File: config.mk
export PLATFORM = sky130hd
export DESIGN_NAME = uart_rx
export DESIGN_NICKNAME = d
export VERILOG_FILES = /design/src/rtl/uart_pkg.sv /design/src/rtl/uart_rx_sampler.sv /design/src/rtl/uart_rx.sv
export SDC_FILE = /design/constraint.sdc
export NUM_CORES = 1
export LEC_CHECK = 0
export CAP_MARGIN = 10
export CORE_MARGIN = 3
export CORE_UTILIZATION = 45
export CTS_CLUSTER_SIZE = 25
export DETAILED_ROUTE_END_ITERATION = 10
export GPL_ROUTABILITY_DRIVEN = 1
export PLACE_DENSITY = 0.66
export SYNTH_ARGS = -nofsm -noshare
export SYNTH_HDL_FRONTEND = slang
export SYNTH_SLANG_ARGS = --single-unit
File: constraint.sdc
create_clock -name clk -period 2.3 [get_ports clk]
set_input_delay 0.46 -clock clk [delete_from_list [all_inputs] [get_ports clk]]
set_output_delay 0.46 -clock clk [all_outputs]
set_load 0.005 [all_outputs]
File: src/rtl/uart_pkg.sv
`default_nettype none
// +----------------------------------------------------------------------------+
// | uart_pkg : frame width, parity constants and FSM encoding shared by UART.  |
// | Rev 1.0                                                                    |
// +----------------------------------------------------------------------------+
package uart_pkg;

  localparam int   c_DATA_W   = 8;
  localparam logic c_PAR_EVEN = 1'b0;
  localparam logic c_PAR_ODD  = 1'b1;

  typedef enum logic [2:0] {
    ST_IDLE   = 3'd0,
    ST_START  = 3'd1,
    ST_DATA   = 3'd2,
    ST_PARITY = 3'd3,
    ST_STOP   = 3'd4
  } uart_state_e;

  // Expected parity bit for a data byte under the selected parity type.
  function automatic logic f_parity(input logic [c_DATA_W-1:0] data, input logic par_typ);
    return (par_typ == c_PAR_EVEN) ? (^data) : ~(^data);
  endfunction

endpackage
`default_nettype wire

File: src/rtl/uart_rx_sampler.sv
`default_nettype none
// +----------------------------------------------------------------------------+
// | uart_rx_sampler : per-bit edge counter, three-point capture, majority vote.|
// | Rev 1.0                                                                    |
// +----------------------------------------------------------------------------+
module uart_rx_sampler #(
  parameter int OVERSAMPLE = 8
) (
  input  logic clk,
  input  logic rst,
  input  logic i_rx_s,
  input  logic i_start,
  input  logic i_active,
  input  logic i_clr,
  output logic o_bit_value,
  output logic o_bit_done,
  output logic o_bit_end
);

  localparam int c_CNT_W = $clog2(OVERSAMPLE);
  localparam int c_H     = OVERSAMPLE / 2;

  localparam logic [c_CNT_W-1:0] c_S0   = c_CNT_W'(c_H - 1);
  localparam logic [c_CNT_W-1:0] c_S1   = c_CNT_W'(c_H);
  localparam logic [c_CNT_W-1:0] c_S2   = c_CNT_W'(c_H + 1);
  localparam logic [c_CNT_W-1:0] c_LAST = c_CNT_W'(OVERSAMPLE - 1);

  logic [c_CNT_W-1:0] r_cnt;
  logic               r_s0;
  logic               r_s1;
  logic               w_run;

  // The detect cycle is count 0 of the start bit, so counting begins there.
  assign w_run = i_start | i_active;

  always_ff @(posedge clk) begin
    if (rst) begin
      r_cnt <= '0;
      r_s0  <= 1'b1;
      r_s1  <= 1'b1;
    end else begin
      if (i_clr || !w_run || (r_cnt == c_LAST)) begin
        r_cnt <= '0;
      end else begin
        r_cnt <= r_cnt + c_CNT_W'(1);
      end
      if (w_run && (r_cnt == c_S0)) begin
        r_s0 <= i_rx_s;
      end
      if (w_run && (r_cnt == c_S1)) begin
        r_s1 <= i_rx_s;
      end
    end
  end

  // Third sample is the live line value at the decision count.
  assign o_bit_value = (r_s0 & r_s1) | (r_s0 & i_rx_s) | (r_s1 & i_rx_s);
  assign o_bit_done  = i_active && (r_cnt == c_S2);
  assign o_bit_end   = i_active && (r_cnt == c_LAST);

endmodule
`default_nettype wire

File: src/rtl/uart_rx.sv
`default_nettype none
// +----------------------------------------------------------------------------+
// | uart_rx : oversampling UART receiver with parity and stop-bit checking.    |
// | Rev 1.0                                                                    |
// +----------------------------------------------------------------------------+
module uart_rx
  import uart_pkg::*;
#(
  parameter int OVERSAMPLE = 8
) (
  input  logic                clk,
  input  logic                rst,
  input  logic                i_rx_in,
  input  logic                i_par_en,
  input  logic                i_par_typ,
  output logic [c_DATA_W-1:0] o_p_data,
  output logic                o_data_valid,
  output logic                o_par_err,
  output logic                o_stp_err
);

  logic                r_sync1;
  logic                r_sync2;
  uart_state_e         r_state;
  logic [2:0]          r_bit_cnt;
  logic [c_DATA_W-1:0] r_shift;
  logic                r_par_en;
  logic                r_par_typ;
  logic                r_par_mis;
  logic [c_DATA_W-1:0] r_p_data;
  logic                r_data_valid;
  logic                r_par_err;
  logic                r_stp_err;

  logic w_detect;
  logic w_active;
  logic w_clr;
  logic w_bit_value;
  logic w_bit_done;
  logic w_bit_end;

  always_ff @(posedge clk) begin
    if (rst) begin
      r_sync1 <= 1'b1;
      r_sync2 <= 1'b1;
    end else begin
      r_sync1 <= i_rx_in;
      r_sync2 <= r_sync1;
    end
  end

  assign w_detect = (r_state == ST_IDLE) && !r_sync2;
  assign w_active = (r_state != ST_IDLE);
  // Counter restarts whenever the FSM heads back to IDLE mid-bit.
  assign w_clr    = w_bit_done &&
                    ((r_state == ST_STOP) || ((r_state == ST_START) && w_bit_value));

  uart_rx_sampler #(
    .OVERSAMPLE (OVERSAMPLE)
  ) u_sampler (
    .clk         (clk),
    .rst         (rst),
    .i_rx_s      (r_sync2),
    .i_start     (w_detect),
    .i_active    (w_active),
    .i_clr       (w_clr),
    .o_bit_value (w_bit_value),
    .o_bit_done  (w_bit_done),
    .o_bit_end   (w_bit_end)
  );

  always_ff @(posedge clk) begin
    if (rst) begin
      r_state      <= ST_IDLE;
      r_bit_cnt    <= 3'd0;
      r_shift      <= '0;
      r_par_en     <= 1'b0;
      r_par_typ    <= c_PAR_EVEN;
      r_par_mis    <= 1'b0;
      r_p_data     <= '0;
      r_data_valid <= 1'b0;
      r_par_err    <= 1'b0;
      r_stp_err    <= 1'b0;
    end else begin
      r_data_valid <= 1'b0;
      r_par_err    <= 1'b0;
      r_stp_err    <= 1'b0;
      case (r_state)
        ST_IDLE: begin
          if (w_detect) begin
            r_state   <= ST_START;
            r_par_en  <= i_par_en;
            r_par_typ <= i_par_typ ? c_PAR_ODD : c_PAR_EVEN;
            r_par_mis <= 1'b0;
            r_bit_cnt <= 3'd0;
          end
        end
        ST_START: begin
          if (w_bit_done && w_bit_value) begin
            r_state <= ST_IDLE;
          end else if (w_bit_end) begin
            r_state <= ST_DATA;
          end
        end
        ST_DATA: begin
          if (w_bit_done) begin
            r_shift <= {w_bit_value, r_shift[c_DATA_W-1:1]};
          end
          if (w_bit_end) begin
            r_bit_cnt <= r_bit_cnt + 3'd1;
            if (r_bit_cnt == 3'd7) begin
              r_state <= r_par_en ? ST_PARITY : ST_STOP;
            end
          end
        end
        ST_PARITY: begin
          if (w_bit_done) begin
            r_par_mis <= (w_bit_value != f_parity(r_shift, r_par_typ));
          end
          if (w_bit_end) begin
            r_state <= ST_STOP;
          end
        end
        ST_STOP: begin
          // Leave at the decision point so a back-to-back start edge is caught.
          if (w_bit_done) begin
            r_state   <= ST_IDLE;
            r_par_err <= r_par_mis;
            r_stp_err <= !w_bit_value;
            if (w_bit_value && !r_par_mis) begin
              r_data_valid <= 1'b1;
              r_p_data     <= r_shift;
            end
          end
        end
        default: begin
          r_state <= ST_IDLE;
        end
      endcase
    end
  end

  assign o_p_data     = r_p_data;
  assign o_data_valid = r_data_valid;
  assign o_par_err    = r_par_err;
  assign o_stp_err    = r_stp_err;

endmodule
`default_nettype wire

# == Word-level counts from Yosys, hierarchy flattened ==
# Index checks and enable logic that the tools add are counted.
# classes
addsub,2
reduce_logical,29
n_bitwise,9
n_div,0
muxes,18
n_shift,0
n_eq_ne,17
n_lt_le_gt_ge,0
mul,0
# ops
operator,n
$mux 3,10
$eq 3x3->1 const B,5
$pmux 3 s5,1
$eq 3x2->1 const B,3
$logic_and 1x1->1,9
$reduce_and 3->1,3
$reduce_xor 8->1,1
$add 3x1->3 const B,2
$ne 2x1->1 const B,3
$ne 2x2->1 const B,3
$pmux 3 s2,1
$reduce_and 6->1,1
$mux 1,5
$logic_not 1->1,4
$reduce_and 2->1,2
$reduce_bool 2->1,2
$and 1x1->1,3
$eq 3x1->1 const B,1
$logic_not 3->1,1
$logic_or 1x1->1,3
$ne 3x1->1 const B,1
$not 1->1,3
$or 1x1->1,3
$reduce_bool 3->1,1
other kinds (4),4
# totals
ram_bits,0
register_bits,35
rom_bits,0
output_inout_bits,11
mem_count,0
latchBits,0
wordCells,90
input_bits,5

# == Longest topological paths before layout ==
# Gate-level depths: netlist of run 1.
# depth
ltp_word,9
mapped_depth,7
mapped_depth_nobuf,6

# == By module ==
# A second synthesis of run 1 with hierarchy kept.
# unflattened
cells_unflattened,162
area_unflattened_um2,1622.8
# modules_own_cells
mod,seq_area_each_um2,instances,cells_each,area_each_um2
uart_rx,600.6,1,134,1343.8
uart_rx_sampler,100.1,1,28,279.0

# == Worst setup path before layout of run 1 ==
# No wires, ideal clock.
# synth_timing
path_type,reg2reg
start,register r_bit_cnt[0]
end,register r_state[2]
synth_period_minus_slack_ns,1.614
path_buffers,0
setup_slack_ns,0.686
required_time_ns,2.179
path_stages_with_launch,7
setup_ns,0.121
arrival_ns,1.493
cell_sequence,dfxtp_1 > ha_1 > ha_1 > o21a_1 > o22ai_1 > o21a_1 > mux2_2
# synth_between
elab_chain_len,3
# synth_rtl
item,line,text
from (decl),uart_rx.sv:25,logic [2:0] r_bit_cnt;
from (signal assigned),uart_rx.sv:110,r_bit_cnt <= r_bit_cnt + 3'd1;
$eq 3x3->1,uart_rx.sv:111,if (r_bit_cnt == 3'd7) begin
$ne 2x2->1 (no line),--,
$reduce_and 6->1 (no line),--,
to (signal assigned),uart_rx.sv:112,r_state <= r_par_en ? ST_PARITY : ST_STOP;
to (decl),uart_rx.sv:24,uart_state_e r_state;
# Every way passes these cells.
# A chain may end at the register's enable or synchronous reset.

# == Worst setup path after layout of run 1 ==
# Same ends and word-level chain as after synthesis.

==> run metrics, run 1 <==
run status=completed; top routing layer in use=met4; pin count of the biggest net entering global routing=22; ratio of cells with drive above 1 in the final layout=10.4%; # IOs=16; Internal Pwr Total=819 uW; met3 WL=between 100 and 150 um; post-CTS setup buffer count=0; CP Capture Type=register; Layout Cell Area excl Fill=1830 um2; Async SR Flop Fraction=0%; Starting Density=between 40% and 50%; ys flop type=dfxtp_1; Post-DP Area=1770 um2; Max stage delay cell, worst path=dfxtp_1; combinational power share=10.8%; Mean Syn Cell Area=between 9 and 10 um2; htree depth=2; Worst path top cell family by delay=compound AO/OA/AOI/OAI gates; Placeable Area=roughly 3200 um2; routed len/inst=11.9 um; CTS Buffer Depth=2; Seq pwr share=between 50% and 60%; cell area after synthesis=approximately 1600 um2; Reg2Reg Setup Slack=0.55 ns; Clock Skews=0.0102 ns; Num CTS Buffers=5; worst IR drop on VDD=roughly 0.00047 V; leakage=approximately 0.76 nW; Multi-input gate area=805 um2; Die Y-Extent=65.1 um; gpl congestion=between 0.7 and 0.8; Worst Path Required=2.53 ns; Final Net Count=194; clk root buf=clkbuf_4; Die ar.=4240 um2; post-route ant nets=0; IO buf count=15; worst path cell trace=ha_1 > ha_1 > o21a_1 > o22ai_1 > o21a_1 > mux2_2; Worst path max stage delay=0.34 ns; Net Sw Frac=26.0%; top-count cell post-synth=dfxtp_1; FILL cells=308; synth top area cells=dfxtp_1 45%, mux2i_1 13%, nor2_1 7.9%, ha_1 5.6%, xnor2_1 2.2%; Yosys top cell by area=dfxtp_1; overall routing resource usage=14.8%; sequential-to-total area share from yosys stat=44.6%; crit path launch type=register; Rel. slew slack=56.0%; Slew Viols, Final=0; hold_buf cts=0; routed wire length=2.70 mm; initial antenna violation count=0; post-route setup TNS=0 ns; area grow syn2layout=16.5%; WP buf/inv=0; commonest cells in the netlist=35 x dfxtp_1, 33 x nor2_1, 20 x mux2i_1, 7 x ha_1, 7 x inv_1; drt via density=roughly 5; Chip Width=65.1 um; worst min path class=reg2reg; via count=between 1000 and 1500; Syn Nets=175; count of different cell masters after synthesis=36; Ant. Diodes=0; Resized cells post-CTS=0; Yosys reg bits=35; final worst path period share=76.2%; number of clock sinks=35; FF/Latch Area=701 um2; first-pass GRT wire length=approximately 4.8 mm; CTS tree=done; pre-CTS WS=0.330 ns; f_max=0.571 GHz; CP arrival=1.99 ns; DP Wirelength=1.94 mm; Final WS setup=0.548 ns; clk_lat worst skew=0.33 ns; met2 WL=approximately 1.2 mm; synth warn=0; highest net fanout along the worst path=3; final setup violation count=0; Rows=20; Max-Cap Viols=0; overflow left after global routing=0; M1 wire length=1.29 mm; Mapped Cells=163; Clock transition at path regs=0.10 ns; kind of critical path=reg2reg; drt pass-1 iters=4; DR iter-0 viols=38; Tot Pwr=about 1.1 mW; Net Switching=roughly 290 uW; final hold vios=0; DR DRC count=0; RSZ-0062 raised after global routing=false; Clk pwr share=30.1%; top cell type's share of synthesized area=44.6%; Pwr Density=605 nW/um2; vias in the first global route=1091; final worst path period need=1.75 ns; Slew @ Worst Pin=0.659 ns; Post-synth EDFFs=0
cell type report:
cell class,count,area share (%)
clock inverters,1,0.273
flip-flops and latches,35,38.3
clock buffers,6,2.80
repair buffers,20,10.3
inverters,7,1.44
multi-input cells,113,44.0
well taps,44,3.01
power groups by stage:
stage | sequential (mW) | combinational, mW | clock (mW)
6_report | 0.654 | 0.119 | 0.333
5_1_grt | 0.660 | 0.134 | 0.383
4_1_cts | 0.654 | 0.120 | 0.353
3_3_place_gp | 0.667 | 0.114 | 0
2_1_floorplan | 0.647 | 0.109 | 0
3_5_place_dp | 0.668 | 0.118 | 0
path summary, 6_finish.rpt:
kind / cells past startpoint / start / end
worst max register to register: 6 / r_bit_cnt[0] / r_state[2]
worst max-delay path: 6 / r_bit_cnt[0] / r_state[2]
worst min-delay path: 1 / r_sync1 / r_sync2
worst min register to register: 1 / r_sync1 / r_sync2
flip-flops by register name (all words and copies together) (netlist names), 3 cells and up:
register,flops
o_p_data,8
r_bit_cnt,3
r_shift,8
r_state,3
u_sampler.r_cnt,3
routing by layer:
layer  vias up  global-route usage [%]
met2        25                    22.2
met1       513                    18.4
met5         -                       0
met3         4                    6.15
met4         0                    6.99
li1        592                       -
logic make-up (layout without fill, tap and decap cells):
kind of cell,after synthesis,count (layout),share of synthesized area (%)
and+or+nand+nor,58,58,17.7
muxes,21,21,13.5
xor gates and xnor gates,8,8,5.33
DFF,35,35,44.6
adders and majority gates,8,8,6.29
buffers and inverters,15,34,4.22
AOI/OAI and AO/OA,18,18,8.44
cells in the final DEF (no fill, tap or decap), types with 4 or more instances in the layout:
master,instances
mux2i_1,20
nor2_1,33
nand2b_1,4
clkdlybuf4s50_1,15
dfxtp_1,35
clkbuf_4,5
buf_4,5
ha_1,7
nor3_1,4
xnor2_1,4
inv_1,7
stage by stage:
step	std cells	hold slack, ns	utilization, %
5_1_grt	226	0.455	57.6
3_3_place_gp	219	0.395	55.8
6_report	226	0.425	57.6
3_5_place_dp	219	0.398	55.8
4_1_cts	226	0.433	57.6
2_1_floorplan	163	0.389	-
worst reg2reg max path: cells and delay by family, from the launching register on:
family	cells	cell delay (ns)
AOI/OAI and AO/OA	3	0.59
adders and majority gates	2	0.38
muxes	1	0.34
DFF	1	0.34
Note: power is estimated with default switching activity, not from simulation.
==> inputs of run 2 (changes only) <==
==> constraint.sdc (replaced) <==
create_clock -name clk -period 1.7 [get_ports clk]
set_input_delay 0.34 -clock clk [delete_from_list [all_inputs] [get_ports clk]]
set_output_delay 0.34 -clock clk [all_outputs]
set_load 0.005 [all_outputs]
==> run 2 against run 1 <==
- sequential share of layout area decreased by 0.97 points
- worst hold slack better by 0.0027 ns
- combinational power increased by 82%
- cell count is 2.2% higher
- register-to-register slack got worse by 0.48 ns
- core utilization is 1.8 points higher
- global-route usage shrank 0.32 points
- worst setup slack worse by 0.48 ns
- clock skew down 0.0067 ns
- maximum frequency increased by 7.1%
- wire length grew 4.6%
- via count increased by 2.5%
- largest cell class unchanged
- largest power group unchanged
- highest routed layer unchanged
==> run metrics, run 2 (same netlist as run 1, synthesis figures left out) <==
run status=completed; CTS Buffer Depth=2; DP Wirelength=2.05 mm; Die ar.=4240 um2; crit path launch type=register; Num CTS Buffers=5; Clock transition at path regs=about 0.09 ns; Multi-input gate area=approximately 830 um2; final hold vios=0; kind of critical path=reg2reg; Layout Cell Area excl Fill=1890 um2; overall routing resource usage=14.5%; Worst Path Required=1.90 ns; pin count of the biggest net entering global routing=17; first-pass GRT wire length=4.77 mm; post-route ant nets=0; overflow left after global routing=0; combinational power share=14.9%; final worst path period need=1.64 ns; hold path start=r_sync1; Starting Density=about 50%; FF/Latch Area=704 um2; clk root buf=clkbuf_4; htree depth=2; hold slack=0.428 ns; Net Sw Frac=25.5%; CP arrival=between 1.5 and 2 ns; DR DRC count=0; Chip Width=about 65 um; highest net fanout along the worst path=2; Internal Pwr Total=roughly 1.1 mW; # IOs=16; f_max=0.612 GHz; CP startpoint=r_bit_cnt[0]; clk_lat worst skew=0.31 ns; Post-DP Area=1810 um2; post-route setup TNS=0 ns; Net Switching=372 uW; Seq pwr share=about three fifths; CP Capture Type=register; FILL cells=300; initial antenna violation count=0; Rel. slew slack=73.0%; area grow syn2layout=20.1%; Max-Cap Viols=0; RSZ-0062 raised after global routing=false; Final Net Count=200; Final WS setup=0.0649 ns; drt pass-1 iters=4; final setup violation count=0; IO buf count=15; RR Startpoint=r_bit_cnt[0]; Placeable Area=3180 um2; commonest non-fill, non-tap cell in the layout=nor2_1; gpl congestion=0.814; Rows=20; final worst path period share=96.2%; Clk pwr share=between 20% and 30%; routed len/inst=about 12 um; vias in the first global route=~1100; drt via density=5.03; CTS tree=done; Ant. Diodes=0; Clock Skews=0.00356 ns; routed wire length=2.82 mm; worst min path class=reg2reg; Pwr Density=774 nW/um2; via count=around 1200; Die Y-Extent=between 60 and 70 um; worst IR drop on VDD=0.000465 V; hold_buf cts=0; pre-CTS WS=between 0.015 and 0.02 ns; number of clock sinks=35; DR iter-0 viols=52; commonest non-fill, non-tap cells in the layout=33 x nor2_1, 32 x dfxtp_1, 20 x mux2i_1, 15 x clkdlybuf4s50_1, 11 x buf_4; leakage=0.787 nW; Slew @ Worst Pin=0.401 ns; ratio of cells with drive above 1 in the final layout=15.5%; Slew Viols, Final=0
## run 2: what timing repair did
action | in CTS | in global routing
setup buffers | 1 | 0
pin swaps | 0 | 1
resized for setup | 0 | 7
endpoints found under the setup margin | 1 | 4
## run 2: layout make-up
cell class	instances	area share, %
repair buffers	26	12.3
inverters	7	1.39
well taps	44	2.92
multi-input cells	113	43.9
flip-flops and latches	35	37.3
clock buffers	6	2.19
## run 2: worst paths after layout
| kind | endpoint | cells after the start | slack (ns) |
|---|---|---|---|
| max | r_state[2] | 6 | 0.06 |
| min | r_sync2 | 1 | 0.43 |
| max reg2reg | r_state[2] | 6 | 0.06 |
| min reg2reg | r_sync2 | 1 | 0.43 |
## run 2: stage by stage
| stage | total power, mW | util [%] | std cells |
|---|---|---|---|
| after global placement | 1.07 | 57.0 | 224 |
| after floorplan | 1.02 | - | 163 |
| after global routing | 1.55 | 59.4 | 231 |
| final | 1.46 | 59.4 | 231 |
| after CTS | 1.48 | 58.5 | 231 |
| after detailed placement | 1.08 | 57.0 | 224 |
## run 2: power groups by stage
stage                     Clock [mW]  Sequential, mW  Combinational, mW
after CTS                      0.399           0.868              0.209
after floorplan                    0           0.876              0.148
after detailed placement           0           0.887              0.193
after global routing           0.428           0.876              0.242
final                          0.376           0.869              0.217
after global placement             0           0.885              0.188
## run 2: per-layer routing
metal / global-route usage [%] / share of wire, % / up-vias
met5: 0 / 0 / -
met4: 5.44 / 0.85 / 0
met3: 4.79 / 4.0 / 2
met2: 23.2 / 46 / 13
met1: 18.1 / 49 / 544
li1: - / - / 603
## run 2: critical path: stages, from the launching register on
cell,delay (ns)
dfxtp_1,0.33
ha_1,0.20
ha_1,0.19
o21a_1,0.18
o22ai_2,0.14
o21a_1,0.17
mux2_2,0.33
==> inputs of run 3 (changes only) <==
--- a/config.mk
+++ b/config.mk
@@ -6,12 +6,12 @@
 export NUM_CORES = 1
 export LEC_CHECK = 0
 export CAP_MARGIN = 10
-export CORE_MARGIN = 3
+export CORE_MARGIN = 1
 export CORE_UTILIZATION = 45
 export CTS_CLUSTER_SIZE = 25
 export DETAILED_ROUTE_END_ITERATION = 10
 export GPL_ROUTABILITY_DRIVEN = 1
-export PLACE_DENSITY = 0.66
+export PLACE_DENSITY = 0.62
 export SYNTH_ARGS = -nofsm -noshare
 export SYNTH_HDL_FRONTEND = slang
 export SYNTH_SLANG_ARGS = --single-unit
==> run 3 against run 2 <==
- via count grew 3.0%
- die area shrank 12%
- maximum frequency shrank 2.8%
- sequential cell count is the same
- clock power grew 98%
- clock skew grew 0.0070 ns
- cell count grew 2.2%
- wire length grew 6.6%
- global-route usage grew 2.9 points
- core utilization shrank 0.80 points
==> run metrics, run 3 (same netlist as run 1, synthesis figures left out) <==
CP Capture Type=register; pin count of the biggest net entering global routing=21; Placeable Area=3340 um2; Post-Place Cells=approximately 230; FILL cells=308; initial antenna violation count=0; Clock transition at path regs=0.10 ns; crit path launch type=register; routed len/inst=12.8 um; area grow syn2layout=24.4%; Post-DP Area=roughly 1800 um2; overall routing resource usage=17.4%; DP Wirelength=2.11 mm; Die Y-Extent=61.1 um; Worst Path Required=1.95 ns; Slew @ Worst Pin=between 0.4 and 0.5 ns; CP arrival=1.93 ns; DR DRC count=0; drt pass-1 iters=4; final worst path period share=roughly 99%; CTS tree=done; final worst path period need=1.68 ns; post-route ant nets=0; ratio of cells with drive above 1 in the final layout=16.8%; drt via density=5.07; overflow left after global routing=0; Ant. Diodes=0; final hold vios=0; Final Net Count=201; commonest non-fill, non-tap cells in the layout=33 x nor2_1, 33 x dfxtp_1, 20 x mux2i_1, 15 x clkdlybuf4s50_1, 12 x buf_4; f_max=0.595 GHz; worst min path class=reg2reg; worst IR drop on VDD=0.000698 V; Post-Layout Cell Count=236; final setup violation count=0; Max-Cap Viols=0; vias in the first global route=1062; Num CTS Buffers=5; Pwr Density=~930 nW/um2; Layout Cell Area excl Fill=1960 um2; highest net fanout along the worst path=4; Rows=21; kind of critical path=reg2reg; Slew Viols, Final=0; DR iter-0 viols=74; clk_lat worst skew=approximately 0.35 ns; Rel. slew slack=68.6%; htree depth=2; number of clock sinks=35; via count=roughly 1200; Clock Skews=0.0106 ns; Starting Density=47.1%; run status=completed; # IOs=16; hold_buf cts=0; clk root buf=clkbuf_4; first-pass GRT wire length=4.63 mm; Tot Pwr=about 1.8 mW; leakage=0.823 nW; gpl congestion=0.822; IO buf count=15; CTS Buffer Depth=2; Chip Width=a little over 60 um; Die ar.=3730 um2; routed wire length=3.01 mm
-- run 3: area by class of cell --
class	instances	area, um2	area share, %
clock buffer	6	41.3	2.11
clock inverter	2	60.1	3.07
inverter	7	26.3	1.34
multi-input combinational	113	827	42.3
sequential	35	703	36.0
tap	46	57.6	2.94
timing repair buffer	27	240	12.3
-- run 3: path summary, 6_finish.rpt --
kind	startpoint	end	slack (ns)	depth (start not counted)
worst min register to register	r_sync1	r_sync2	0.42	1
worst max register to register	u_sampler.r_cnt[1]	r_state[2]	0.02	6
worst min-delay path	r_sync1	r_sync2	0.42	1
worst max-delay path	u_sampler.r_cnt[1]	r_state[2]	0.02	6
-- run 3: critical path: stages (launching register included) --
cell,delay (ns)
dfxtp_2,0.34
inv_1,0.05
ha_1,0.22
and3_4,0.21
o31ai_2,0.23
o21a_1,0.20
mux2_2,0.34
-- run 3: what timing repair did --
action,CTS,global route
gates resized for setup,0,6
endpoints found under the setup margin,1,4
pin swaps,1,2
setup buffers,0,1
-- run 3: report_power, final --
group,switching [mW],total [mW],leakage [nW],internal (mW)
combinational,0.0986,0.192,0.487,0.0934
clock,0.287,0.746,0.0525,0.459
sequential,0.0436,0.883,0.284,0.840
total,0.430,1.82,0.823,1.39
-- run 3: stage by stage --
| step | worst slack (ns) | TNS [ns] | util (%) | hold slack, ns |
|---|---|---|---|---|
| floorplan | 0.0863 | 0 | - | 0.389 |
| CTS | 0.0119 | 0 | 57.6 | 0.429 |
| finish | 0.0180 | 0 | 58.6 | 0.423 |
| detailed placement | 0.00920 | 0 | 54.6 | 0.398 |
| global route | -0.0272 | -0.0310 | 58.6 | 0.439 |
| global placement | 0.0672 | 0 | 54.6 | 0.398 |
-- run 3: routing by layer --
layer / routed length (um) / GRT usage (%) / up-vias
met4: 57 / 10.1 / 0
li1: - / - / 606
met3: 93 / 4.83 / 7
met1: 1410 / 20.9 / 566
met2: 1440 / 28.0 / 18
met5: 0 / 0 / -
